$ cat config.mk
export PLATFORM = sky130hd
export DESIGN_NAME = rob_superscalar_buffer_flat
export DESIGN_NICKNAME = d
export VERILOG_FILES = /design/src/rtl/rob_superscalar_buffer_if.sv /design/src/rtl/rob_superscalar_buffer.sv /design/src/flat_wrapper.sv
export SDC_FILE = /design/constraint.sdc
export NUM_CORES = 2
export LEC_CHECK = 0
export CAP_MARGIN = 10
export CORE_MARGIN = 2
export CORE_UTILIZATION = 40
export DETAILED_ROUTE_END_ITERATION = 8
export DONT_BUFFER_PORTS = 1
export SYNTH_ARGS = -nofsm -noshare
export SYNTH_HDL_FRONTEND = slang
export SYNTH_SLANG_ARGS = --single-unit
$ cat constraint.sdc
create_clock -name clk -period 12.2 [get_ports clk]
set_clock_uncertainty 0.15 [all_clocks]
set_input_delay 1.83 -clock clk [delete_from_list [all_inputs] [get_ports clk]]
set_output_delay 1.83 -clock clk [all_outputs]
set_load 0.02 [all_outputs]
$ cat src/rtl/rob_superscalar_buffer_if.sv
// rtl/rob_superscalar_buffer_if.sv - dispatch, CDB, operand-read and commit bundle for the reorder buffer
interface rob_superscalar_buffer_if #(
  parameter int NUM_ENTRIES    = 16,
  parameter int DISPATCH_WIDTH = 2,
  parameter int COMMIT_WIDTH   = 2,
  parameter int CDB_PORTS      = 2,
  parameter int DATA_W         = 32,
  parameter int PAYLOAD_W      = 64
);
  localparam int IDX_W = $clog2(NUM_ENTRIES);

  logic [DISPATCH_WIDTH-1:0]             enq_valid;
  logic [DISPATCH_WIDTH*PAYLOAD_W-1:0]   enq_payload;
  logic                                  enq_ready;
  logic [DISPATCH_WIDTH*IDX_W-1:0]       enq_idx;
  logic [CDB_PORTS-1:0]                  cdb_valid;
  logic [CDB_PORTS*IDX_W-1:0]            cdb_idx;
  logic [CDB_PORTS*DATA_W-1:0]           cdb_data;
  logic [CDB_PORTS-1:0]                  cdb_mispredict;
  logic [2*DISPATCH_WIDTH*IDX_W-1:0]     rs_idx;
  logic [2*DISPATCH_WIDTH-1:0]           rs_ready;
  logic [2*DISPATCH_WIDTH*DATA_W-1:0]    rs_value;
  logic [COMMIT_WIDTH-1:0]               commit_valid;
  logic [COMMIT_WIDTH*IDX_W-1:0]         commit_idx;
  logic [COMMIT_WIDTH*PAYLOAD_W-1:0]     commit_payload;
  logic [COMMIT_WIDTH*DATA_W-1:0]        commit_data;
  logic [IDX_W:0]                        count;

  modport master (
    output enq_valid, enq_payload, cdb_valid, cdb_idx, cdb_data, cdb_mispredict, rs_idx,
    input  enq_ready, enq_idx, rs_ready, rs_value, commit_valid, commit_idx,
           commit_payload, commit_data, count
  );

  modport slave (
    input  enq_valid, enq_payload, cdb_valid, cdb_idx, cdb_data, cdb_mispredict, rs_idx,
    output enq_ready, enq_idx, rs_ready, rs_value, commit_valid, commit_idx,
           commit_payload, commit_data, count
  );
endinterface

$ cat src/rtl/rob_superscalar_buffer.sv
// rtl/rob_superscalar_buffer.sv - multi-issue reorder buffer with CDB completion, squash and in-order commit
// Optional: ROB_CDB_BYPASS_EN forwards same-cycle CDB writes onto the operand read ports.
module rob_superscalar_buffer #(
  parameter int NUM_ENTRIES    = 16,
  parameter int DISPATCH_WIDTH = 2,
  parameter int COMMIT_WIDTH   = 2,
  parameter int CDB_PORTS      = 2,
  parameter int DATA_W         = 32,
  parameter int PAYLOAD_W      = 64
) (
  input logic                      clk,
  input logic                      rst,
  rob_superscalar_buffer_if.slave  bus
);
  localparam int IDX_W = $clog2(NUM_ENTRIES);
  localparam int PTR_W = IDX_W + 1;
  localparam int RS_N  = 2 * DISPATCH_WIDTH;

  logic [PTR_W-1:0]                  r_head;
  logic [PTR_W-1:0]                  r_tail;
  logic [NUM_ENTRIES-1:0]            r_valid;
  logic [NUM_ENTRIES-1:0]            r_ready;
  logic [DATA_W-1:0]                 r_data    [NUM_ENTRIES];
  logic [PAYLOAD_W-1:0]              r_payload [NUM_ENTRIES];
  logic [COMMIT_WIDTH-1:0]           r_commit_valid;
  logic [COMMIT_WIDTH*IDX_W-1:0]     r_commit_idx;
  logic [COMMIT_WIDTH*PAYLOAD_W-1:0] r_commit_payload;
  logic [COMMIT_WIDTH*DATA_W-1:0]    r_commit_data;

  logic [PTR_W-1:0]                  w_count;
  logic                              w_any_misp;
  logic                              w_enq_ready;
  logic [DISPATCH_WIDTH-1:0]         w_enq_fire;
  logic [PTR_W-1:0]                  w_enq_n;
  logic [IDX_W-1:0]                  w_enq_slot [DISPATCH_WIDTH];
  logic [DISPATCH_WIDTH*IDX_W-1:0]   w_enq_idx;
  logic [IDX_W-1:0]                  w_cdb_idx [CDB_PORTS];
  logic [IDX_W-1:0]                  w_cdb_age [CDB_PORTS];
  logic                              w_flush;
  logic [IDX_W-1:0]                  w_flush_age;
  logic [PTR_W-1:0]                  w_flush_tail;
  logic [NUM_ENTRIES-1:0]            w_squash;
  logic [IDX_W-1:0]                  w_commit_slot [COMMIT_WIDTH];
  logic [COMMIT_WIDTH-1:0]           w_commit;
  logic [PTR_W-1:0]                  w_commit_n;
  logic                              w_run;
  logic [IDX_W-1:0]                  w_rs_sel;
  logic [RS_N-1:0]                   w_rs_ready;
  logic [RS_N*DATA_W-1:0]            w_rs_value;
  logic                              w_enq_prefix_ok;
  logic                              w_cdb_dup;

  assign w_count     = r_tail - r_head;
  assign w_any_misp  = |(bus.cdb_valid & bus.cdb_mispredict);
  assign w_enq_ready = ((PTR_W'(NUM_ENTRIES) - w_count) >= PTR_W'(DISPATCH_WIDTH)) && !w_any_misp;

  always_comb begin
    w_enq_n   = '0;
    w_enq_idx = '0;
    for (int i = 0; i < DISPATCH_WIDTH; i++) begin
      w_enq_fire[i] = bus.enq_valid[i] & w_enq_ready;
      w_enq_n       = w_enq_n + PTR_W'(w_enq_fire[i]);
      w_enq_slot[i] = r_tail[IDX_W-1:0] + IDX_W'(i);
      w_enq_idx[i*IDX_W +: IDX_W] = w_enq_slot[i];
    end
  end

  // Oldest valid mispredicting entry wins; age is its distance from head.
  always_comb begin
    w_flush     = 1'b0;
    w_flush_age = '0;
    for (int p = 0; p < CDB_PORTS; p++) begin
      w_cdb_idx[p] = bus.cdb_idx[p*IDX_W +: IDX_W];
      w_cdb_age[p] = w_cdb_idx[p] - r_head[IDX_W-1:0];
      if (bus.cdb_valid[p] && bus.cdb_mispredict[p] && r_valid[w_cdb_idx[p]] &&
          (!w_flush || (w_cdb_age[p] < w_flush_age))) begin
        w_flush     = 1'b1;
        w_flush_age = w_cdb_age[p];
      end
    end
    w_flush_tail = r_head + {1'b0, w_flush_age} + PTR_W'(1);
  end

  always_comb begin
    for (int e = 0; e < NUM_ENTRIES; e++) begin
      w_squash[e] = w_flush && r_valid[e] &&
                    ((IDX_W'(e) - r_head[IDX_W-1:0]) > w_flush_age);
    end
  end

  // Commit a leading run of completed entries, never past a same-cycle flush point.
  always_comb begin
    w_run      = 1'b1;
    w_commit_n = '0;
    for (int c = 0; c < COMMIT_WIDTH; c++) begin
      w_commit_slot[c] = r_head[IDX_W-1:0] + IDX_W'(c);
      w_run = w_run && r_valid[w_commit_slot[c]] && r_ready[w_commit_slot[c]] &&
              (!w_flush || (IDX_W'(c) <= w_flush_age));
      w_commit[c] = w_run;
      w_commit_n  = w_commit_n + PTR_W'(w_run);
    end
  end

  always_comb begin
    w_rs_sel   = '0;
    w_rs_ready = '0;
    w_rs_value = '0;
    for (int r = 0; r < RS_N; r++) begin
      w_rs_sel = bus.rs_idx[r*IDX_W +: IDX_W];
      w_rs_ready[r] = r_ready[w_rs_sel];
      w_rs_value[r*DATA_W +: DATA_W] = r_data[w_rs_sel];
`ifdef ROB_CDB_BYPASS_EN
      for (int p = 0; p < CDB_PORTS; p++) begin
        if (bus.cdb_valid[p] && (bus.cdb_idx[p*IDX_W +: IDX_W] == w_rs_sel)) begin
          w_rs_ready[r] = 1'b1;
          w_rs_value[r*DATA_W +: DATA_W] = bus.cdb_data[p*DATA_W +: DATA_W];
        end
      end
`endif
    end
  end

  always_ff @(posedge clk) begin
    if (rst) begin
      r_head           <= '0;
      r_tail           <= '0;
      r_valid          <= '0;
      r_ready          <= '0;
      r_commit_valid   <= '0;
      r_commit_idx     <= '0;
      r_commit_payload <= '0;
      r_commit_data    <= '0;
    end else begin
      for (int i = 0; i < DISPATCH_WIDTH; i++) begin
        if (w_enq_fire[i]) begin
          r_valid[w_enq_slot[i]] <= 1'b1;
          r_ready[w_enq_slot[i]] <= 1'b0;
        end
      end
      for (int p = 0; p < CDB_PORTS; p++) begin
        if (bus.cdb_valid[p] && r_valid[w_cdb_idx[p]]) begin
          r_ready[w_cdb_idx[p]] <= 1'b1;
        end
      end
      for (int e = 0; e < NUM_ENTRIES; e++) begin
        if (w_squash[e]) begin
          r_valid[e] <= 1'b0;
          r_ready[e] <= 1'b0;
        end
      end
      r_commit_valid <= w_commit;
      for (int c = 0; c < COMMIT_WIDTH; c++) begin
        if (w_commit[c]) begin
          r_valid[w_commit_slot[c]] <= 1'b0;
          r_ready[w_commit_slot[c]] <= 1'b0;
          r_commit_idx[c*IDX_W +: IDX_W]             <= w_commit_slot[c];
          r_commit_payload[c*PAYLOAD_W +: PAYLOAD_W] <= r_payload[w_commit_slot[c]];
          r_commit_data[c*DATA_W +: DATA_W]          <= r_data[w_commit_slot[c]];
        end
      end
      r_head <= r_head + w_commit_n;
      r_tail <= w_flush ? w_flush_tail : (r_tail + w_enq_n);
    end
  end

  // Storage arrays need no reset: the valid/ready bits gate every use.
  always_ff @(posedge clk) begin
    if (!rst) begin
      for (int i = 0; i < DISPATCH_WIDTH; i++) begin
        if (w_enq_fire[i]) begin
          r_payload[w_enq_slot[i]] <= bus.enq_payload[i*PAYLOAD_W +: PAYLOAD_W];
        end
      end
      for (int p = 0; p < CDB_PORTS; p++) begin
        if (bus.cdb_valid[p] && r_valid[w_cdb_idx[p]]) begin
          r_data[w_cdb_idx[p]] <= bus.cdb_data[p*DATA_W +: DATA_W];
        end
      end
    end
  end

  always_comb begin
    w_enq_prefix_ok = ((bus.enq_valid & (bus.enq_valid + DISPATCH_WIDTH'(1))) == '0);
    w_cdb_dup = 1'b0;
    for (int p = 0; p < CDB_PORTS; p++) begin
      for (int q = p + 1; q < CDB_PORTS; q++) begin
        if (bus.cdb_valid[p] && bus.cdb_valid[q] &&
            (bus.cdb_idx[p*IDX_W +: IDX_W] == bus.cdb_idx[q*IDX_W +: IDX_W])) begin
          w_cdb_dup = 1'b1;
        end
      end
    end
  end

  a_enq_prefix: assert property (@(posedge clk) disable iff (rst) w_enq_prefix_ok);
  a_cdb_unique: assert property (@(posedge clk) disable iff (rst) !w_cdb_dup);

  assign bus.enq_ready      = w_enq_ready;
  assign bus.enq_idx        = w_enq_idx;
  assign bus.rs_ready       = w_rs_ready;
  assign bus.rs_value       = w_rs_value;
  assign bus.commit_valid   = r_commit_valid;
  assign bus.commit_idx     = r_commit_idx;
  assign bus.commit_payload = r_commit_payload;
  assign bus.commit_data    = r_commit_data;
  assign bus.count          = w_count;
endmodule
$ cat src/flat_wrapper.sv
// flat-port wrapper written by rule: the top's interface ports become plain ports
module rob_superscalar_buffer_flat 
#(
  parameter int NUM_ENTRIES    = 16,
  parameter int DISPATCH_WIDTH = 2,
  parameter int COMMIT_WIDTH   = 2,
  parameter int CDB_PORTS      = 2,
  parameter int DATA_W         = 32,
  parameter int PAYLOAD_W      = 64
)
  (clk, rst, bus_enq_valid, bus_enq_payload, bus_cdb_valid, bus_cdb_idx, bus_cdb_data, bus_cdb_mispredict, bus_rs_idx, bus_enq_ready, bus_enq_idx, bus_rs_ready, bus_rs_value, bus_commit_valid, bus_commit_idx, bus_commit_payload, bus_commit_data, bus_count);
  rob_superscalar_buffer_if #(.NUM_ENTRIES(NUM_ENTRIES), .DISPATCH_WIDTH(DISPATCH_WIDTH), .COMMIT_WIDTH(COMMIT_WIDTH), .CDB_PORTS(CDB_PORTS), .DATA_W(DATA_W), .PAYLOAD_W(PAYLOAD_W)) bus_i ();
  input logic clk;
  input logic rst;
  input wire logic [$bits(bus_i.enq_valid)-1:0] bus_enq_valid;
  input wire logic [$bits(bus_i.enq_payload)-1:0] bus_enq_payload;
  input wire logic [$bits(bus_i.cdb_valid)-1:0] bus_cdb_valid;
  input wire logic [$bits(bus_i.cdb_idx)-1:0] bus_cdb_idx;
  input wire logic [$bits(bus_i.cdb_data)-1:0] bus_cdb_data;
  input wire logic [$bits(bus_i.cdb_mispredict)-1:0] bus_cdb_mispredict;
  input wire logic [$bits(bus_i.rs_idx)-1:0] bus_rs_idx;
  output wire logic [$bits(bus_i.enq_ready)-1:0] bus_enq_ready;
  output wire logic [$bits(bus_i.enq_idx)-1:0] bus_enq_idx;
  output wire logic [$bits(bus_i.rs_ready)-1:0] bus_rs_ready;
  output wire logic [$bits(bus_i.rs_value)-1:0] bus_rs_value;
  output wire logic [$bits(bus_i.commit_valid)-1:0] bus_commit_valid;
  output wire logic [$bits(bus_i.commit_idx)-1:0] bus_commit_idx;
  output wire logic [$bits(bus_i.commit_payload)-1:0] bus_commit_payload;
  output wire logic [$bits(bus_i.commit_data)-1:0] bus_commit_data;
  output wire logic [$bits(bus_i.count)-1:0] bus_count;
  assign bus_i.enq_valid = bus_enq_valid;
  assign bus_i.enq_payload = bus_enq_payload;
  assign bus_i.cdb_valid = bus_cdb_valid;
  assign bus_i.cdb_idx = bus_cdb_idx;
  assign bus_i.cdb_data = bus_cdb_data;
  assign bus_i.cdb_mispredict = bus_cdb_mispredict;
  assign bus_i.rs_idx = bus_rs_idx;
  assign bus_enq_ready = bus_i.enq_ready;
  assign bus_enq_idx = bus_i.enq_idx;
  assign bus_rs_ready = bus_i.rs_ready;
  assign bus_rs_value = bus_i.rs_value;
  assign bus_commit_valid = bus_i.commit_valid;
  assign bus_commit_idx = bus_i.commit_idx;
  assign bus_commit_payload = bus_i.commit_payload;
  assign bus_commit_data = bus_i.commit_data;
  assign bus_count = bus_i.count;
  rob_superscalar_buffer #(.NUM_ENTRIES(NUM_ENTRIES), .DISPATCH_WIDTH(DISPATCH_WIDTH), .COMMIT_WIDTH(COMMIT_WIDTH), .CDB_PORTS(CDB_PORTS), .DATA_W(DATA_W), .PAYLOAD_W(PAYLOAD_W)) u_core (.clk(clk), .rst(rst), .bus(bus_i));
endmodule
==> summary.md <==
| Metric | Value |
|---|---|
| Die Ht | between 500 and 600 microns |
| Setup violations, final | 0 |
| Max Slew Vio Count | 0 |
| DRC | 0 |
| Placed cell area | approximately 120000 sq um |
| Syn Nets | 7253 |
| Fin nets | 6792 |
| H-tree levels | 4 |
| Die Footprint | 295000 sq um |
| Routed met1 length | 154000 microns |
| Yosys cell types | 79 |
| Largest net degree at the start of global routing | 257 |
| Share of Yosys cell area claimed by the top area cell type | 0.397 |
| Worst path arrival time | 7.51 ns |
| Util after Layout | 0.436 |
| Post-synthesis xor/xnor area fraction | 0.00227 |
| First-pass GRT wire length | 603000 microns |
| Critical-path cell list | and2_1 -> a221oi_2 -> nand2_1 -> a2111oi_4 -> inv_1 -> ha_1 -> a211oi_1 -> nand4_1 -> a32oi_1 -> o21ba_1 -> o211ai_4 -> buf_4 -> buf_4 -> buf_4 -> mux2i_1 -> nor2_1 |
| Synth Area per Inst | between 15 and 20 sq um |
| All-layer global routing usage | 0.291 |
| Layout cells sized above 1 | 0.555 |
| Top Layer Used | met4 |
| Worst slew pin tran | 1.17 ns |
| DR WL/cell | 41.2 microns |
| WL met3 | 51900 microns |
| Max Fclk | 145 MHz |
| Port buffer count | 0 |
| Most common flop cell mapped by yosys | edfxtp_1 |
| Status | finished, final reports clean |
| Syn Inst Count | 6952 |
| Slew HR | 0.222 |
| Delay-heaviest family, CP | buffers and inverters |
| Cell taking the most area after synthesis | edfxtp_1 |
| Adder-Cell Fraction of Synth Area | 0.00897 |
| WP buf/inv | 4 |
| Fin Setup TNS | 0 ns |
| Leak | 38.9 nW |
| Area contributors post-synth | edfxtp_1, mux4_2, mux2_2 |
| Final RePlAce weighted congestion | 0.884 |
| Post-CTS resize count | 0 |
| Post-synthesis mux area share | 0.475 |
| Top cell by count, worst path | buf_4 |
| Placed insts | 10200 |
| WL met2 | 206000 microns |
| Post-synth EDFFs | 1536 |
| Via count of the first global-routing pass | 74200 |
| Initial core utilization | 0.403 |
| HP Class | register to register |
| CTS Root Cell | clkbuf_16 |
| Most common cell in the netlist | mux4_2 |
| RSZ-0062 raised after global routing | false |
| Worst setup path class | primary input to register |
| Setup crit start kind | primary input |
| Grt ovf | 0 |
| TritonCTS buffer count | 209 |
| Slowest cell on the critical path | buf_4 |
| DP Wirelength | between 200000 and 250000 microns |
| Final Cell Area | about 130000 sq um |
| Max Cap Viol | 0 |
| Sink Count | 1780 |
| Async set or reset register ratio after synthesis | 0 |
| Slowest stage delay, CP | 0.85 ns |
| Ports | around 570 |
| 1st-pass router iterations | 6 |
| Via density | roughly 7.0 |
| P&R area growth vs syn | 8.29% |
| CP endpoint kind | register |
| Initial antenna violation count | 6 |
| Worst hold slack | 0.384 ns |
| Commonest cells in the netlist | mux4_2, edfxtp_1, mux2_2 |
| Multi-input gate area | between 60000 and 70000 sq um |
| Die Span X | 543 microns |
| Fin crit period | ~6.9 ns |
| CP Max Fanout | 35 |
| Combinational family with the most area after synthesis | multiplexers |
| Worst IR drop on VDD | 0.123 mV |
| Filler Cell Count | 25300 |
| Routed via count | between 70000 and 80000 |
| Setup bufs post-CTS | 0 |
| Clk_lat worst skew | 0.96 ns |
| Total Wirelength | 435000 microns |
| Warnings, synthesis | 0 |
| CTS Hold Bufs | 0 |
| Hold Vio Cnt, Final | 0 |
| CTS max path bufs | 4 |
| Synthesized cell area | ~120000 sq um |
| Seq/Total Area, Yosys | 0.439 |
| FP Rows | 197 |
| Synth Area in Compound Gates | 0.0176 |
| Core area | 289000 sq um |
| Synth Register Bits | 1780 |
| Register area | 51000 sq um |
| Post-route ant nets | 0 |
| Clock transition at the registers of the reported paths | 0.06 ns |
| Req. time, crit path | 12.80 ns |
| Initial DRC Count | 10200 |
| Fraction of the cycle the final worst path needs | 0.566 |
| Power per cell area | 116 nW/um^2 |
| Non-filler cells in the finished layout | 10600 |
| CTS tree | done |
| Synth Area in Simple Gates | 0.0213 |
-- area by class of cell --
cell class / instances / area share
Tap cell: 3880 / 0.0386
Clock buffer: 297 / 0.0476
Antenna cell: 5 / 0.0000994
Multi-Input combinational cell: 4296 / 0.489
Clock inverter: 93 / 0.00828
Inverter: 62 / 0.00197
Timing Repair Buffer: 142 / 0.00897
Sequential cell: 1780 / 0.405
-- flip-flops by register name (all words and copies together), names as in the netlist --
name,cells
u_core.bus.commit_data,64
u_core.r_valid,16
u_core.bus.commit_payload,128
u_core.r_head,5
u_core.r_ready,16
u_core.bus.commit_valid,2
u_core.r_data,512
u_core.r_tail,5
u_core.r_payload,1024
u_core.bus.commit_idx,8
-- power breakdown --
part | switching [W] | internal (W) | total [W]
Combinational | 0.000634 | 0.000658 | 0.00129
Clock | 0.00277 | 0.00377 | 0.00654
Sequential | 0.0000702 | 0.00674 | 0.00681
Total | 0.00348 | 0.0112 | 0.0146
-- cell usage in the layout (no fill, tap or decap), types with 6 or more instances in the layout --
master         n
dfxtp_1      241
nand2_1      281
a221oi_1      13
mux2_2      1517
nor2_4        33
ha_1          70
clkbuf_16    217
mux2_1        24
nand2b_1      11
a21oi_1      155
clkbuf_1      54
a21o_1        10
a21boi_0       8
xnor2_1       14
xor2_1        11
bufinv_16     16
mux4_2      1627
o21ai_0       20
fa_1           6
nor2_1       158
and2_1        12
clkinv_2      28
and3_1         8
nand2_4       16
a22oi_1       13
inv_1         57
mux2i_1      116
o21ai_4       17
a32oi_1        6
nand3_1       21
a211oi_1      15
clkinv_1      29
buf_4        137
clkinvlp_4     7
o22ai_1       14
edfxtp_1    1536
clkbuf_8      26
nor2b_1       16
-- kinds of logic after synthesis --
group	Yosys count
muxes	3286
AOI/OAI and AO/OA	316
adders and majority gates	80
DFF	1780
xor gates and xnor gates	28
and+or+nand+nor	586
buffers and inverters	876
-- tightest hold or removal path, cell delays in order (launching register included) --
cell     delay [ns]
dfxtp_1        0.36
nand2_1        0.08
a21oi_1        0.05
-- path summary, 6_finish.rpt --
check,start,to,slack (ns),depth (start not counted)
worst max-delay path,bus_cdb_idx[1],u_core.bus.commit_data[36],5.29,16
worst min-delay path,u_core.r_ready[10],u_core.r_ready[10],0.38,2
worst max register to register,u_core.r_head[0],u_core.bus.commit_payload[105],5.30,10
worst min register to register,u_core.r_ready[10],u_core.r_ready[10],0.38,2
-- per-stage QoR --
| step | total power (W) | setup slack (ns) |
|---|---|---|
| finish | 0.0146 | 5.29 |
| global route | 0.0150 | 4.84 |
| CTS | 0.0147 | 5.25 |
| detailed placement | 0.00820 | 4.44 |
| global placement | 0.00818 | 4.58 |
| floorplan | 0.00804 | 3.46 |
-- routing by layer --
| layer | up-vias | global-route usage |
|---|---|---|
| met5 | - | 0 |
| met4 | 0 | 0.135 |
| met3 | 1126 | 0.0957 |
| met2 | 4932 | 0.466 |
| met1 | 39300 | 0.354 |
| li1 | 28200 | - |
(Power assumes the default switching activity.)
